<file path="src/rtl/rv32m_mdu_if.sv">
// Request/response bundle between the EX stage and the RV32M multiply/divide unit.
interface rv32m_mdu_if #(
   parameter int unsigned XLEN = 32
) ();
   logic            start;
   logic [2:0]      func3;
   logic [XLEN-1:0] rs1;
   logic [XLEN-1:0] rs2;
   logic            busy;
   logic            done;
   logic [XLEN-1:0] result;

   modport master (output start, func3, rs1, rs2, input busy, done, result);
   modport slave  (input start, func3, rs1, rs2, output busy, done, result);
endinterface

</file>
<file path="src/rtl/rv32m_mdu.sv">
// Iterative RV32M unit: shift-add multiply and restoring divide on operand magnitudes,
// one bit per cycle, with sign correction applied on the completing edge.
module rv32m_mdu #(
   parameter int unsigned XLEN = 32
) (
   input logic        clk,
   input logic        rst,
   rv32m_mdu_if.slave bus
);
   localparam int unsigned CW = $clog2(XLEN);
   localparam int unsigned AW = 2 * XLEN;

   typedef enum logic [1:0] {IDLE, RUN, DONE} state_t;

   state_t          state, state_d;
   logic [CW-1:0]   cnt;
   logic [AW-1:0]   acc, acc_step, acc_init, mul_p;
   logic [XLEN-1:0] opnd, opnd_init;
   logic [2:0]      op;
   logic            neg, neg_in;
   logic            busy, done;
   logic [XLEN-1:0] result;

   logic            a_signed, b_signed, a_neg, b_neg, is_div, special;
   logic            b_zero, ovf;
   logic [XLEN-1:0] a_mag, b_mag, special_res, div_v, final_res;
   logic [XLEN:0]   mul_sum, div_shift, div_diff;
   logic            load, last;

   // Decode the incoming request: magnitudes, result sign and the no-iteration cases.
   always_comb begin
      is_div   = bus.func3[2];
      a_signed = !(bus.func3 == 3'd3 || bus.func3 == 3'd5 || bus.func3 == 3'd7);
      b_signed = (bus.func3 == 3'd0 || bus.func3 == 3'd1 ||
                  bus.func3 == 3'd4 || bus.func3 == 3'd6);
      a_neg    = a_signed & bus.rs1[XLEN-1];
      b_neg    = b_signed & bus.rs2[XLEN-1];
      a_mag    = a_neg ? (XLEN'(0) - bus.rs1) : bus.rs1;
      b_mag    = b_neg ? (XLEN'(0) - bus.rs2) : bus.rs2;
      neg_in   = (is_div && bus.func3[1]) ? a_neg : (a_neg ^ b_neg);
      b_zero   = (bus.rs2 == '0);
      ovf      = !bus.func3[0] && (bus.rs1 == {1'b1, {(XLEN-1){1'b0}}}) && (&bus.rs2);
      special  = is_div && (b_zero || ovf);
      if (b_zero) special_res = bus.func3[1] ? bus.rs1 : '1;
      else        special_res = bus.func3[1] ? '0 : bus.rs1;
      acc_init  = {{XLEN{1'b0}}, (is_div ? a_mag : b_mag)};
      opnd_init = is_div ? b_mag : a_mag;
   end

   // One iteration of either datapath, plus the signed result it would produce.
   always_comb begin
      mul_sum   = {1'b0, acc[AW-1:XLEN]} + (acc[0] ? {1'b0, opnd} : '0);
      div_shift = acc[AW-1:XLEN-1];
      div_diff  = div_shift - {1'b0, opnd};
      if (!op[2])              acc_step = {mul_sum, acc[XLEN-1:1]};
      else if (div_diff[XLEN]) acc_step = {div_shift[XLEN-1:0], acc[XLEN-2:0], 1'b0};
      else                     acc_step = {div_diff[XLEN-1:0], acc[XLEN-2:0], 1'b1};
      mul_p = neg ? (AW'(0) - acc_step) : acc_step;
      div_v = op[1] ? acc_step[AW-1:XLEN] : acc_step[XLEN-1:0];
      if (op[2])              final_res = neg ? (XLEN'(0) - div_v) : div_v;
      else if (op[1:0] == '0) final_res = mul_p[XLEN-1:0];
      else                    final_res = mul_p[AW-1:XLEN];
   end

   // Next-state logic.
   always_comb begin
      state_d = state;
      load    = 1'b0;
      last    = 1'b0;
      case (state)
         IDLE, DONE: begin
            if (bus.start) begin
               load    = 1'b1;
               state_d = special ? DONE : RUN;
            end else begin
               state_d = IDLE;
            end
         end
         RUN: begin
            if (cnt == CW'(XLEN - 1)) begin
               last    = 1'b1;
               state_d = DONE;
            end
         end
         default: state_d = IDLE;
      endcase
   end

   always_ff @(posedge clk) begin
      if (rst) begin
         state  <= IDLE;
         cnt    <= '0;
         acc    <= '0;
         opnd   <= '0;
         op     <= '0;
         neg    <= 1'b0;
         busy   <= 1'b0;
         done   <= 1'b0;
         result <= '0;
      end else begin
         state <= state_d;
         busy  <= (state_d == RUN);
         done  <= (state_d == DONE);
         if (load) begin
            op   <= bus.func3;
            neg  <= neg_in;
            acc  <= acc_init;
            opnd <= opnd_init;
            cnt  <= '0;
            if (special) result <= special_res;
         end else if (state == RUN) begin
            acc <= acc_step;
            cnt <= cnt + 1'b1;
            if (last) result <= final_res;
         end
      end
   end

   assign bus.busy   = busy;
   assign bus.done   = done;
   assign bus.result = result;
endmodule

</file>
<file path="src/flat_wrapper.sv">
// flat-port wrapper written by rule: the top's interface ports become plain ports
module rv32m_mdu_flat 
#(
   parameter int unsigned XLEN = 32
)
  (clk, rst, bus_start, bus_func3, bus_rs1, bus_rs2, bus_busy, bus_done, bus_result);
  rv32m_mdu_if #(.XLEN(XLEN)) bus_i ();
  input logic clk;
  input logic rst;
  input wire logic [$bits(bus_i.start)-1:0] bus_start;
  input wire logic [$bits(bus_i.func3)-1:0] bus_func3;
  input wire logic [$bits(bus_i.rs1)-1:0] bus_rs1;
  input wire logic [$bits(bus_i.rs2)-1:0] bus_rs2;
  output wire logic [$bits(bus_i.busy)-1:0] bus_busy;
  output wire logic [$bits(bus_i.done)-1:0] bus_done;
  output wire logic [$bits(bus_i.result)-1:0] bus_result;
  assign bus_i.start = bus_start;
  assign bus_i.func3 = bus_func3;
  assign bus_i.rs1 = bus_rs1;
  assign bus_i.rs2 = bus_rs2;
  assign bus_busy = bus_i.busy;
  assign bus_done = bus_i.done;
  assign bus_result = bus_i.result;
  rv32m_mdu #(.XLEN(XLEN)) u_core (.clk(clk), .rst(rst), .bus(bus_i));
endmodule
</file>
<file path="config.mk">
export PLATFORM = sky130hd
export DESIGN_NAME = rv32m_mdu_flat
export DESIGN_NICKNAME = d
export VERILOG_FILES = /design/src/rtl/rv32m_mdu_if.sv /design/src/rtl/rv32m_mdu.sv /design/src/flat_wrapper.sv
export SDC_FILE = /design/constraint.sdc
export NUM_CORES = 1
export LEC_CHECK = 0
export BUFFER_PORTS_ARGS = -buffer_cell sky130_fd_sc_hd__buf_4
export CORE_AREA = 2 2 238 240
export CTS_CLUSTER_DIAMETER = 200
export DETAILED_ROUTE_END_ITERATION = 6
export DIE_AREA = 0 0 240 242
export SYNTH_ARGS = -nofsm -noshare
export SYNTH_HDL_FRONTEND = slang
export SYNTH_SLANG_ARGS = --single-unit
</file>
<file path="constraint.sdc">
create_clock -name clk -period 6.8 [get_ports clk]
set_input_delay 1.02 -clock clk [delete_from_list [all_inputs] [get_ports clk]]
set_output_delay 1.02 -clock clk [all_outputs]
set_load 0.01 [all_outputs]
</file>
==> results.json <==
{
  "crit_family": "compound AO/OA/AOI/OAI gates",
  "cts-buffers-inserted": 17,
  "min_to": "u_core.cnt[4]",
  "cpMaxStageDelayCell": "nor4_1",
  "path_buf_inv": 3,
  "post-route-period-util": 0.898,
  "setup_viol": 0,
  "met1_usage": 0.366,
  "fin_crit_ps": 6110,
  "clock-sinks": 141,
  "max_stage_delay_ps": 900,
  "layout_setup_ws_ps": 692,
  "post-cts-setup-buffer-count": 0,
  "grt_use_met2": 0.411,
  "area_growth_pct": 11.8,
  "grt_max_degree": 73,
  "hold_ws_ps": 460,
  "synthArstFlopShare": 0,
  "cts_hold_buf": 0,
  "synthFlopType": "dfxtp_1",
  "grt_pass1_wl_um": 120000,
  "cts.clk_slew.worst_paths_ps": 60,
  "cp_max_fo": 13,
  "synth-edff-count": 0,
  "io_buffers": 103,
  "cts_resized": 0,
  "hp-class": "reg -> reg",
  "dpl.cell_count": 3289,
  "syn_nets": 2688,
  "grt_antenna_before_repair": 3,
  "cts_max_path_buffers": 2,
  "maxSlewHeadroom": 0.160,
  "holdPathStages": 2,
  "required_ps": 7170,
  "ff2ff_path_depth": 16,
  "drv_cap": 0,
  "crit_path_cell_trace": "inv_1 > ha_1 > a21oi_1 > o211ai_1 > a31oi_1 > a21oi_2 > a211oi_4 > buf_4 > mux2i_1 > a22oi_1 > nor2_1 > nand4_1 > buf_4 > nor4_1 > a31oi_1 > a311oi_1",
  "hold_path_startpoint": "u_core.cnt[4]",
  "grt_remaining_overflow": 0,
  "grt_pass1_vias": 18400,
  "final_cells": 3321,
  "clock_skew_ps": 15.2,
  "vdd_drop_max_mv": 0.193,
  "root_buffer": "clkbuf_16",
  "drt-pass1-iter-count": 6,
  "cts_htree_levels": 4,
  "cp.arrival_ps": 6470,
  "routed_via_density": 6.12,
  "grt_util_all_layers": 0.273,
  "dp_slack_ps": 909,
  "gp_congestion": 1.03,
  "drt-total-wl_um": 81400,
  "final_cell_mix": "290 x nor2_1, 283 x nand2_1, 241 x a21oi_1",
  "nets": 2695,
  "drt_iter0_markers": 2461,
  "ys_warn_count": 0,
  "crit_path_start_kind": "register",
  "placementRows": 87,
  "drc": 0,
  "cts_tree": "built",
  "hold_viol_final": 0,
  "pin_count": 104,
  "vias": 20300,
  "wl_per_cell_um": 24.5,
  "die_w_um": 240,
  "netlist_instances": 2545,
  "core_area_mm2": 0.0557,
  "synth_cell_types": 110,
  "fmax_mhz": 164,
  "rsz0062_at_grt": "false",
  "synth-seq-area-share": 0.161,
  "start_util": 0.315,
  "cp-end-kind": "register",
  "drive_gt1_frac": 0.110,
  "syn-cell-area_mm2": 0.0176,
  "slew_violations": 0,
  "timing.rr.end": "u_core.bus.result[19]",
  "ys_seq_elements": 141,
  "path_class": "reg -> reg",
  "top_usage_layer": "met2",
  "dpl.hpwl_um": 63400,
  "die_h_um": 242,
  "rr_startpoint": "u_core.opnd[9]",
  "worst_pin_slew_ps": 1250,
  "mostFrequentLayoutCell": "nor2_1",
  "powerDensity_mw_per_mm2": 191,
  "use_met3": 0.0578,
  "syn_area_per_cell_um2": 6.90,
  "power.total_mw": 3.76,
  "outcome": "finished clean",
  "clk_latency_ps": 480,
  "ant_nets": 0,
  "nFillCells": 6111,
  "dieArea_mm2": 0.0581,
  "cellLeakagePower_nw": 7.33,
  "ff2ff_setup_slack_ps": 690,
  "finalSetupTns_ps": 0
}
per-stage QoR:
stage	cell area, µm²	util
floorplan	17600	-
global route	19600	0.352
global placement	19100	0.342
finish	19600	0.352
detailed placement	19100	0.342
CTS	19600	0.352
worst max-delay path by stage:
stage,cells after the start,endpoint,from
detailed placement,20,u_core.bus.result[14],u_core.opnd[13]
finish,16,u_core.bus.result[19],u_core.opnd[9]
CTS,20,u_core.bus.result[14],u_core.opnd[13]
global route,19,u_core.bus.result[18],u_core.opnd[9]
floorplan,21,u_core.bus.result[14],u_core.opnd[21]
global placement,20,u_core.bus.result[14],u_core.opnd[13]
routing by layer:
metal / vias to the layer above / part of all wire
li1: 9369 / -
met1: 9675 / 0.42
met2: 1069 / 0.43
met3: 196 / 0.098
met4: 2 / 0.055
met5: - / 0.000037
power by group:
| part | internal, mW | total [mW] | switching (mW) |
|---|---|---|---|
| combinational | 0.594 | 1.79 | 1.20 |
| clock | 0.592 | 1.01 | 0.419 |
| sequential | 0.872 | 0.954 | 0.0817 |
| total | 2.06 | 3.76 | 1.70 |
cell type report:
type                    instances  area (µm²)  area share
diodes                          1        2.50    0.000127
clock buffers                  24         472      0.0240
clock inverters                 7         113     0.00573
inverters                      76         285      0.0145
multi-input cells            2153       13800       0.701
flip-flops and latches        141        2830       0.144
well taps                     756         946      0.0482
repair buffers                163        1220      0.0623
synth_stat cells, types with 27 or more instances:
cell type | count | area share
a21oi_1 | 241 | 0.069
or3_1 | 30 | 0.011
nor3_1 | 74 | 0.021
o21ai_0 | 162 | 0.046
xor2_1 | 80 | 0.040
o31ai_1 | 28 | 0.012
clkbuf_1 | 130 | 0.028
ha_1 | 71 | 0.051
a31oi_1 | 27 | 0.0096
nand3_1 | 53 | 0.015
mux2i_1 | 69 | 0.039
nand2_1 | 283 | 0.060
nor2_1 | 291 | 0.062
and2_1 | 53 | 0.019
inv_1 | 75 | 0.016
dfxtp_1 | 141 | 0.16
a211oi_1 | 84 | 0.036
xnor2_1 | 82 | 0.041
o211ai_1 | 61 | 0.026
state kept, by name, summed over array words and instances (netlist names):
signal             flops
u_core.opnd           32
u_core.bus.result     32
u_core.bus.busy        1
u_core.bus.done        1
u_core.acc            64
u_core.op              3
u_core.neg             1
u_core.state           2
u_core.cnt             5
cells by family after synthesis:
group	count (synthesis)	share of synthesized area
xor+xnor	162	0.0808
mux	90	0.0536
flops	141	0.161
fa+ha+maj	95	0.0654
compound gates	844	0.322
buf+inv	251	0.0572
simple gates	962	0.261
tightest hold or removal path, stage by stage (launching register included):
cell,delay (ps)
dfxtp_1,310
nand2_1,50
a21oi_1,50
Power figures use the tool's default switching activity.
